$ cat src/rtl/bloom_filter_pkg.sv
// Shared types and default sizing for the Bloom-filter hash LUT controller.
package bloom_filter_pkg;

  localparam int unsigned LUT_ADDR_W_DEFAULT = 10;
  localparam int unsigned LUT_DATA_W_DEFAULT = 32;

  typedef enum logic [1:0] {IDLE, CLEAN, RD, WR} lut_ctrl_state_t;

  // A hash value addresses one bit: word address on top, bit-in-word below.
  function automatic int unsigned hash_w(input int unsigned addr_w, input int unsigned data_w);
    return addr_w + $clog2(data_w);
  endfunction

endpackage

$ cat src/rtl/bloom_filter_lut_ctrl_if.sv
// Set-index stream and LUT RAM write/read port of the Bloom-filter LUT controller.
// master: the controller; slave: the loader/RAM side.
interface bloom_filter_lut_ctrl_if
  import bloom_filter_pkg::*;
#(
  parameter int unsigned LUT_ADDR_W = LUT_ADDR_W_DEFAULT,
  parameter int unsigned LUT_DATA_W = LUT_DATA_W_DEFAULT
);

  localparam int unsigned HASH_W = hash_w(LUT_ADDR_W, LUT_DATA_W);

  logic                  set_valid_i;
  logic                  set_ready_o;
  logic [HASH_W-1:0]     set_idx_i;
  logic [LUT_ADDR_W-1:0] ram_addr_o;
  logic                  ram_rd_o;
  logic [LUT_DATA_W-1:0] ram_rddata_i;
  logic                  ram_wr_o;
  logic [LUT_DATA_W-1:0] ram_wrdata_o;

  modport master (
    input  set_valid_i, set_idx_i, ram_rddata_i,
    output set_ready_o, ram_addr_o, ram_rd_o, ram_wr_o, ram_wrdata_o
  );

  modport slave (
    output set_valid_i, set_idx_i, ram_rddata_i,
    input  set_ready_o, ram_addr_o, ram_rd_o, ram_wr_o, ram_wrdata_o
  );

endinterface

$ cat src/rtl/bloom_filter_lut_ctrl.sv
// Write-port sequencer for the Bloom-filter LUT: zero sweep after reset/clean, RMW bit sets.
// Optional BLOOM_FILTER_LUT_SET_CNT_EN adds set_cnt_o, a saturating count of newly set bits.
module bloom_filter_lut_ctrl
  import bloom_filter_pkg::*;
#(
  parameter int unsigned LUT_ADDR_W = LUT_ADDR_W_DEFAULT,
  parameter int unsigned LUT_DATA_W = LUT_DATA_W_DEFAULT
) (
  input  logic        clk_i,
  input  logic        srst_n_i,
  input  logic        clean_stb_i,
  output logic        clean_done_o,
`ifdef BLOOM_FILTER_LUT_SET_CNT_EN
  output logic [31:0] set_cnt_o,
`endif
  bloom_filter_lut_ctrl_if.master bus
);

  localparam int unsigned HASH_W = hash_w(LUT_ADDR_W, LUT_DATA_W);
  localparam int unsigned BIT_W  = $clog2(LUT_DATA_W);
  localparam logic [LUT_ADDR_W-1:0] LAST_ADDR = '1;

  lut_ctrl_state_t       state_q;
  logic [LUT_ADDR_W-1:0] sweep_q;
  logic [LUT_ADDR_W-1:0] word_q;
  logic [BIT_W-1:0]      bit_q;

  // clean_stb_i overrides everything, including an in-flight set.
  always_ff @(posedge clk_i) begin
    if (!srst_n_i) begin
      state_q <= CLEAN;
      sweep_q <= '0;
      word_q  <= '0;
      bit_q   <= '0;
    end else if (clean_stb_i) begin
      state_q <= CLEAN;
      sweep_q <= '0;
    end else begin
      unique case (state_q)
        IDLE: begin
          if (bus.set_valid_i) begin
            word_q  <= bus.set_idx_i[HASH_W-1 -: LUT_ADDR_W];
            bit_q   <= bus.set_idx_i[BIT_W-1:0];
            state_q <= RD;
          end
        end
        CLEAN: begin
          sweep_q <= sweep_q + LUT_ADDR_W'(1);
          if (sweep_q == LAST_ADDR) state_q <= IDLE;
        end
        RD:      state_q <= WR;
        WR:      state_q <= IDLE;
        default: state_q <= CLEAN;
      endcase
    end
  end

  assign clean_done_o = (state_q != CLEAN);

  always_comb begin
    bus.set_ready_o  = srst_n_i && (state_q == IDLE) && !clean_stb_i;
    bus.ram_rd_o     = (state_q == RD);
    bus.ram_wr_o     = 1'b0;
    bus.ram_addr_o   = word_q;
    bus.ram_wrdata_o = bus.ram_rddata_i | (LUT_DATA_W'(1) << bit_q);
    if (state_q == CLEAN) begin
      // Reset parks the state in CLEAN; hold the strobe off until reset is released.
      bus.ram_wr_o     = srst_n_i;
      bus.ram_addr_o   = sweep_q;
      bus.ram_wrdata_o = '0;
    end else if (state_q == WR) begin
      bus.ram_wr_o = !clean_stb_i;
    end
  end

`ifdef BLOOM_FILTER_LUT_SET_CNT_EN
  logic [31:0] set_cnt_q;
  logic        new_bit;

  assign new_bit = !bus.ram_rddata_i[bit_q];

  always_ff @(posedge clk_i) begin
    if (!srst_n_i || clean_stb_i) begin
      set_cnt_q <= '0;
    end else if (state_q == WR && new_bit && set_cnt_q != '1) begin
      set_cnt_q <= set_cnt_q + 32'd1;
    end
  end

  assign set_cnt_o = set_cnt_q;
`endif

endmodule

$ cat src/flat_wrapper.sv
// flat-port wrapper written by rule: the top's interface ports become plain ports
module bloom_filter_lut_ctrl_flat import bloom_filter_pkg::*;
#(
  parameter int unsigned LUT_ADDR_W = LUT_ADDR_W_DEFAULT,
  parameter int unsigned LUT_DATA_W = LUT_DATA_W_DEFAULT
)
  (clk_i, srst_n_i, clean_stb_i, clean_done_o, bus_set_valid_i, bus_set_idx_i, bus_ram_rddata_i, bus_set_ready_o, bus_ram_addr_o, bus_ram_rd_o, bus_ram_wr_o, bus_ram_wrdata_o);
  bloom_filter_lut_ctrl_if #(.LUT_ADDR_W(LUT_ADDR_W), .LUT_DATA_W(LUT_DATA_W)) bus_i ();
  input  logic clk_i;
  input  logic srst_n_i;
  input  logic clean_stb_i;
  output logic clean_done_o;
  input wire logic [$bits(bus_i.set_valid_i)-1:0] bus_set_valid_i;
  input wire logic [$bits(bus_i.set_idx_i)-1:0] bus_set_idx_i;
  input wire logic [$bits(bus_i.ram_rddata_i)-1:0] bus_ram_rddata_i;
  output wire logic [$bits(bus_i.set_ready_o)-1:0] bus_set_ready_o;
  output wire logic [$bits(bus_i.ram_addr_o)-1:0] bus_ram_addr_o;
  output wire logic [$bits(bus_i.ram_rd_o)-1:0] bus_ram_rd_o;
  output wire logic [$bits(bus_i.ram_wr_o)-1:0] bus_ram_wr_o;
  output wire logic [$bits(bus_i.ram_wrdata_o)-1:0] bus_ram_wrdata_o;
  assign bus_i.set_valid_i = bus_set_valid_i;
  assign bus_i.set_idx_i = bus_set_idx_i;
  assign bus_i.ram_rddata_i = bus_ram_rddata_i;
  assign bus_set_ready_o = bus_i.set_ready_o;
  assign bus_ram_addr_o = bus_i.ram_addr_o;
  assign bus_ram_rd_o = bus_i.ram_rd_o;
  assign bus_ram_wr_o = bus_i.ram_wr_o;
  assign bus_ram_wrdata_o = bus_i.ram_wrdata_o;
  bloom_filter_lut_ctrl #(.LUT_ADDR_W(LUT_ADDR_W), .LUT_DATA_W(LUT_DATA_W)) u_core (.clk_i(clk_i), .srst_n_i(srst_n_i), .clean_stb_i(clean_stb_i), .clean_done_o(clean_done_o), .bus(bus_i));
endmodule
$ cat config.mk
export PLATFORM = sky130hd
export DESIGN_NAME = bloom_filter_lut_ctrl_flat
export DESIGN_NICKNAME = d
export VERILOG_FILES = /design/src/rtl/bloom_filter_pkg.sv /design/src/rtl/bloom_filter_lut_ctrl_if.sv /design/src/rtl/bloom_filter_lut_ctrl.sv /design/src/flat_wrapper.sv
export SDC_FILE = /design/constraint.sdc
export NUM_CORES = 1
export LEC_CHECK = 0
export ABC_CLOCK_PERIOD_IN_PS = 1800
export CAP_MARGIN = 20
export CORE_ASPECT_RATIO = 0.5
export CORE_MARGIN = 2
export CORE_UTILIZATION = 62
export CTS_CLUSTER_DIAMETER = 100
export CTS_CLUSTER_SIZE = 10
export DETAILED_ROUTE_END_ITERATION = 8
export DONT_BUFFER_PORTS = 1
export PLACE_DENSITY = 0.86
export SETUP_SLACK_MARGIN = 0.4
export SYNTH_ARGS = -nofsm -noshare
export SYNTH_HDL_FRONTEND = slang
export SYNTH_SLANG_ARGS = --single-unit
$ cat constraint.sdc
create_clock -name clk_i -period 1.8 [get_ports clk_i]
set_clock_uncertainty 0.1 [all_clocks]
set_input_delay 0.36 -clock clk_i [delete_from_list [all_inputs] [get_ports clk_i]]
set_output_delay 0.36 -clock clk_i [all_outputs]
set_load 0.01 [all_outputs]
==> flow_results.xml, run 1 <==
<?xml version="1.0" encoding="UTF-8"?>
<metrics>
  <group name="run_status">
    <metric name="status" unit="">did not finish</metric>
    <metric name="outcome.stop_stage" unit="">global routing (5_1_grt)</metric>
    <metric name="run_stopping_error" unit="">[ERROR DPL-0038] Utilization greater than 100%, impossible to legalize</metric>
  </group>
  <group name="cts">
    <metric name="cts_buffers" unit="">3</metric>
    <metric name="cts.hold.buffers_added" unit="">0</metric>
    <metric name="cts_sinks" unit="">27</metric>
    <metric name="ctsHtreeMaxLevel" unit="">1</metric>
    <metric name="cell_chosen_for_the_clock_root" unit="">sky130_fd_sc_hd__clkbuf_8</metric>
    <metric name="max-clock-path-buffers" unit="">2</metric>
  </group>
  <group name="yosys">
    <metric name="synth_common_cells" unit="">61 x sky130_fd_sc_hd__nand2_1, 46 x sky130_fd_sc_hd__a21oi_1, 39 x sky130_fd_sc_hd__nor2_1</metric>
    <metric name="post_synth.cell_area_avg" unit="µm²">6.710</metric>
    <metric name="synthMostInstantiatedCell" unit="">sky130_fd_sc_hd__nand2_1</metric>
    <metric name="synth.distinct_cells" unit="">34</metric>
    <metric name="synth_largest_type_area_fraction" unit="%">32.10</metric>
    <metric name="edff_count_synth" unit="">0</metric>
    <metric name="synth_async_sr_flop_share" unit="%">0</metric>
    <metric name="synthDominantAreaCellType" unit="">sky130_fd_sc_hd__dfxtp_1</metric>
    <metric name="ys_seq_area_share" unit="%">32.10</metric>
    <metric name="syn-cell-area" unit="µm²">1684</metric>
    <metric name="ys_seq_elements" unit="">27</metric>
    <metric name="synth.area.top_cells" unit="">sky130_fd_sc_hd__dfxtp_1 32%, sky130_fd_sc_hd__a21oi_1 14%, sky130_fd_sc_hd__nand2_1 14%</metric>
    <metric name="yosysWarnings" unit="">0</metric>
    <metric name="syn-instance-count" unit="">251</metric>
    <metric name="synth_ff_type" unit="">sky130_fd_sc_hd__dfxtp_1</metric>
    <metric name="mappedNetlistNets" unit="">303</metric>
  </group>
  <group name="floorplan">
    <metric name="fp.dieW" unit="µm">77.71</metric>
    <metric name="fp-row-count" unit="">13</metric>
    <metric name="pin_count" unit="">97</metric>
    <metric name="initial_utilization" unit="%">65.12</metric>
    <metric name="die_height" unit="µm">40.86</metric>
  </group>
  <group name="placed_design">
    <metric name="dpl.cell_count" unit="">280</metric>
    <metric name="port_buffers" unit="">0</metric>
    <metric name="detailed_place_hpwl" unit="µm">3187</metric>
    <metric name="place.gp.congestion" unit="">0.8469</metric>
    <metric name="post_dp_cell_area" unit="µm²">1790</metric>
  </group>
  <group name="sta">
    <metric name="worstEndpointType" unit="">top-level output</metric>
    <metric name="repair-timing-grt-worst-ep" unit="">bus_ram_wrdata_o[11]</metric>
  </group>
  <group name="global_routing">
    <metric name="grt_start_max_net_pins" unit="">22</metric>
  </group>
</metrics>
[what timing repair did]
| item | in CTS |
|---|---|
| cloned | 4 |
| setup endpoints to repair | 65 |
| gates resized for setup | 76 |
| pin swaps | 34 |
| setup buffers | 17 |
[per-stage QoR]
stage          utilization [%]  hold slack [ns]  worst slack (ns)
2_1_floorplan                -           0.3366            0.2805
3_3_place_gp             69.23           0.3420            0.1982
3_5_place_dp             69.23           0.3515            0.1419
4_1_cts                  87.23          0.09739           0.06473
[kinds of logic after synthesis]
family                   count (synthesis)  synth area share, %
multiplexers                             1               0.5944
XOR/XNOR                                 2                1.040
AND/OR/NAND/NOR                        134                38.41
flip-flops                              27                32.10
AO/OA/AOI/OAI                           65                20.65
adder cells (fa/ha/maj)                  1               0.7428
buffers and inverters                   21                6.463
==> run 2: changes to the inputs <==
- CORE_ASPECT_RATIO: 0.5 -> default
- CORE_UTILIZATION: 62 -> 40
- CTS_CLUSTER_DIAMETER: 100 -> default
- CTS_CLUSTER_SIZE: 10 -> default
- PLACE_DENSITY: 0.86 -> default
- PLACE_DENSITY_LB_ADDON: default -> 0.15
- SETUP_SLACK_MARGIN: 0.4 -> default
==> run 2 against run 1 <==
  * Synthesized cell count is the same
  * The flow now finishes without violations
  * Area after synthesis did not move
==> flow_results.xml, run 2 <==
<?xml version="1.0" encoding="UTF-8"?>
<metrics>
  <group name="worst_setup_path">
    <metric name="timing.critical_path.cells" unit="">nor2b_4, buf_12, clkbuf_16, nor2_2</metric>
    <metric name="worst_ep_required_time" unit="ns">1.34</metric>
    <metric name="cp-end-kind" unit="">output port</metric>
    <metric name="crit_family" unit="">flip-flops</metric>
    <metric name="cp.buffers_inverters" unit="">2</metric>
    <metric name="crit_path_max_fanout" unit="">21</metric>
    <metric name="timing.setup.critical_path_class" unit="">flop to output port</metric>
    <metric name="worst_path_max_delay_cell" unit="">sky130_fd_sc_hd__dfxtp_2</metric>
    <metric name="critical_path.max_stage_delay" unit="ns">0.42</metric>
    <metric name="crit_path_launch_type" unit="">flop</metric>
    <metric name="cp.arrival" unit="ns">1.30</metric>
  </group>
  <group name="route">
    <metric name="firstDrtPassIters" unit="">6</metric>
    <metric name="num_vias" unit="">1722</metric>
    <metric name="routed_via_density" unit="">5.627</metric>
    <metric name="dr.first_iter.drc_count" unit="">58</metric>
    <metric name="routedWlPerCell" unit="µm">15.92</metric>
    <metric name="drt-total-wl" unit="µm">4870</metric>
    <metric name="remaining_drc_errors" unit="">0</metric>
    <metric name="post_detailed_route_count_of_antenna_violating_nets" unit="">0</metric>
  </group>
  <group name="placed_design">
    <metric name="detailed_place_hpwl" unit="µm">3427</metric>
    <metric name="place.gp.congestion" unit="">0.7979</metric>
    <metric name="post_dp_cell_area" unit="µm²">1780</metric>
    <metric name="port_buffers" unit="">0</metric>
  </group>
  <group name="power_and_ir_drop">
    <metric name="power.leakage" unit="nW">0.7265</metric>
    <metric name="power.ir.vdd_worst" unit="V">0.0005253</metric>
    <metric name="cellPowerDensity" unit="nW/µm²">505.5</metric>
  </group>
  <group name="floorplan">
    <metric name="pin_count" unit="">97</metric>
    <metric name="floorplan.die_area" unit="µm²">4745</metric>
    <metric name="fp-row-count" unit="">23</metric>
    <metric name="initial_utilization" unit="%">41.80</metric>
    <metric name="placeableCoreArea" unit="µm²">4029</metric>
    <metric name="fp.dieW" unit="µm">68.89</metric>
    <metric name="die_height" unit="µm">68.89</metric>
  </group>
  <group name="finish">
    <metric name="mostFrequentLayoutCell" unit="">sky130_fd_sc_hd__nand2_1</metric>
    <metric name="nets" unit="">309</metric>
    <metric name="seq_area" unit="µm²">558.0</metric>
    <metric name="drive_gt1_share" unit="%">26.95</metric>
    <metric name="multi_input_area" unit="µm²">1151</metric>
    <metric name="area_delta_synth_final" unit="%">19.76</metric>
    <metric name="layout.cells.most_common_list" unit="">60 x sky130_fd_sc_hd__nand2_1, 46 x sky130_fd_sc_hd__a21oi_1, 24 x sky130_fd_sc_hd__nor2_2</metric>
    <metric name="diodes" unit="">0</metric>
    <metric name="final_area" unit="µm²">2017</metric>
    <metric name="largestRegisters" unit="">u_core.sweep_q x10, u_core.word_q x10, u_core.bit_q x5</metric>
    <metric name="fillCellCount" unit="">440</metric>
  </group>
  <group name="yosys">
    <metric name="synth_largest_type_area_fraction" unit="%">32.10</metric>
    <metric name="synth_async_sr_flop_share" unit="%">0</metric>
    <metric name="syn-instance-count" unit="">251</metric>
    <metric name="ys_seq_area_share" unit="%">32.10</metric>
    <metric name="edff_count_synth" unit="">0</metric>
    <metric name="synth.area.top_cells" unit="">sky130_fd_sc_hd__dfxtp_1 32%, sky130_fd_sc_hd__a21oi_1 14%, sky130_fd_sc_hd__nand2_1 14%</metric>
    <metric name="synthMostInstantiatedCell" unit="">sky130_fd_sc_hd__nand2_1</metric>
    <metric name="post_synth.cell_area_avg" unit="µm²">6.710</metric>
    <metric name="synth_common_cells" unit="">61 x sky130_fd_sc_hd__nand2_1, 46 x sky130_fd_sc_hd__a21oi_1, 39 x sky130_fd_sc_hd__nor2_1</metric>
    <metric name="syn-cell-area" unit="µm²">1684</metric>
    <metric name="yosysWarnings" unit="">0</metric>
    <metric name="synth_ff_type" unit="">sky130_fd_sc_hd__dfxtp_1</metric>
    <metric name="ys_seq_elements" unit="">27</metric>
    <metric name="synth.distinct_cells" unit="">34</metric>
    <metric name="synthDominantAreaCellType" unit="">sky130_fd_sc_hd__dfxtp_1</metric>
    <metric name="mappedNetlistNets" unit="">303</metric>
  </group>
  <group name="cts">
    <metric name="tritoncts" unit="">done</metric>
    <metric name="cts_buffers" unit="">3</metric>
    <metric name="ctsHtreeMaxLevel" unit="">1</metric>
    <metric name="cts.clk_slew.worst_paths" unit="ns">0.10</metric>
    <metric name="clock_insertion_delay_worst_skew" unit="ns">0.27</metric>
    <metric name="cts_sinks" unit="">27</metric>
    <metric name="cell_chosen_for_the_clock_root" unit="">sky130_fd_sc_hd__clkbuf_8</metric>
    <metric name="max-clock-path-buffers" unit="">2</metric>
  </group>
  <group name="sta">
    <metric name="timing_hold_violations_final" unit="">0</metric>
    <metric name="finalSetupTns" unit="ns">0</metric>
    <metric name="setup_violations" unit="">0</metric>
    <metric name="grt_setup_unrepaired" unit="">true</metric>
    <metric name="min_period_over_period" unit="%">97.83</metric>
    <metric name="worst-slew-pin-transition" unit="ns">0.3525</metric>
    <metric name="max-slew-margin-rel" unit="%">76.32</metric>
    <metric name="max_freq" unit="MHz">567.9</metric>
    <metric name="post-route-min-period" unit="ns">1.761</metric>
    <metric name="maxSlewViolCount" unit="">0</metric>
  </group>
  <group name="global_routing">
    <metric name="grt_antenna_before_repair" unit="">0</metric>
    <metric name="wire_length_of_the_first_global_routing_pass" unit="µm">6541</metric>
    <metric name="total_routing_resource_utilization_after_global_routing" unit="%">18.32</metric>
    <metric name="first_global_vias" unit="">1364</metric>
    <metric name="grt_start_max_net_pins" unit="">43</metric>
    <metric name="grt_overflow_total" unit="">0</metric>
  </group>
  <group name="flow_run">
    <metric name="maxCapViolations" unit="">0</metric>
  </group>
  <group name="hold_path">
    <metric name="hold_path_class" unit="">input port to flop</metric>
  </group>
  <group name="run_status">
    <metric name="status" unit="">completed</metric>
  </group>
</metrics>
==> run 2: cell counts after synthesis <==
Identical to the previous run, type by type.
==> run 2: stage by stage <==
step / cells / util (%) / setup WS (ns) / power [W] / hold WS (ns)
global route: 306 / 50.06 / -0.01694 / 0.001065 / 0.08116
detailed placement: 299 / 44.19 / 0.1674 / 0.0006678 / 0.3498
finish: 306 / 50.06 / 0.03902 / 0.001020 / 0.09601
CTS: 303 / 46.27 / -0.003590 / 0.001034 / 0.08811
global placement: 299 / 44.19 / 0.1891 / 0.0006674 / 0.3469
floorplan: 251 / - / 0.07702 / 0.0006549 / 0.3366
==> run 2: where the power goes <==
part | internal (W) | switching (W)
Clock | 0.000163 | 0.000204
Combinational | 0.0000240 | 0.0000350
Sequential | 0.000593 | 0.00000131
Total | 0.000780 | 0.000240
==> run 2: layer usage <==
metal  share of wire [%]  wire length, µm  vias to the layer above  track usage [%]
met3                 5.8              282                        4            5.844
met5                   0                0                        -                0
met2                  49             2364                       49            27.76
met1                  45             2191                      805            25.52
met4                0.66               32                        0            3.676
li1                    -                -                      864                -
==> run 2: cell families after synthesis <==
family	count (synthesis)	synth area share [%]
compound gates	65	20.65
buf+inv	21	6.463
flops	27	32.10
mux	1	0.5944
fa+ha+maj	1	0.7428
simple gates	134	38.41
xor+xnor	2	1.040
==> run 2: timing repair <==
action / CTS / global route
pin swaps: 0 / 2
setup buffers: 0 / 2
cloned: 0 / 1
endpoints found under the setup margin: 38 / 35
resized for setup: 15 / 36
hold buffers: 0 / 0
==> run 2: worst reg2reg max path, stage by stage, from the launching register on <==
cell,delay [ns]
sky130_fd_sc_hd__dfxtp_1,0.45
sky130_fd_sc_hd__nand4_2,0.27
sky130_fd_sc_hd__or4_1,0.56
sky130_fd_sc_hd__a21oi_1,0.15
==> run 2: layout make-up <==
cell class,instances,share of cell area [%]
clock buffers,3,2.047
clock inverters,1,0.4342
inverters,4,0.8685
multi-input cells,203,57.07
flip-flops and latches,27,27.67
well taps,50,3.102
repair buffers,18,8.809
==> run 2: worst paths after layout <==
path	start	to	slack (ns)	cells after the start
setup / recovery	u_core.state_q[1]$_SDFFE_PP0P_	bus_ram_wrdata_o[6]	0.04	4
hold reg to reg	u_core.word_q[1]$_SDFFE_PN0P_	u_core.word_q[1]$_SDFFE_PN0P_	0.36	2
setup reg to reg	u_core.sweep_q[3]$_SDFFE_PP0P_	u_core.sweep_q[8]$_SDFFE_PP0P_	0.21	3
hold / removal	bus_set_idx_i[1]	u_core.bit_q[1]$_SDFFE_PN0P_	0.1	2
Note: power is estimated with default switching activity, not from simulation.
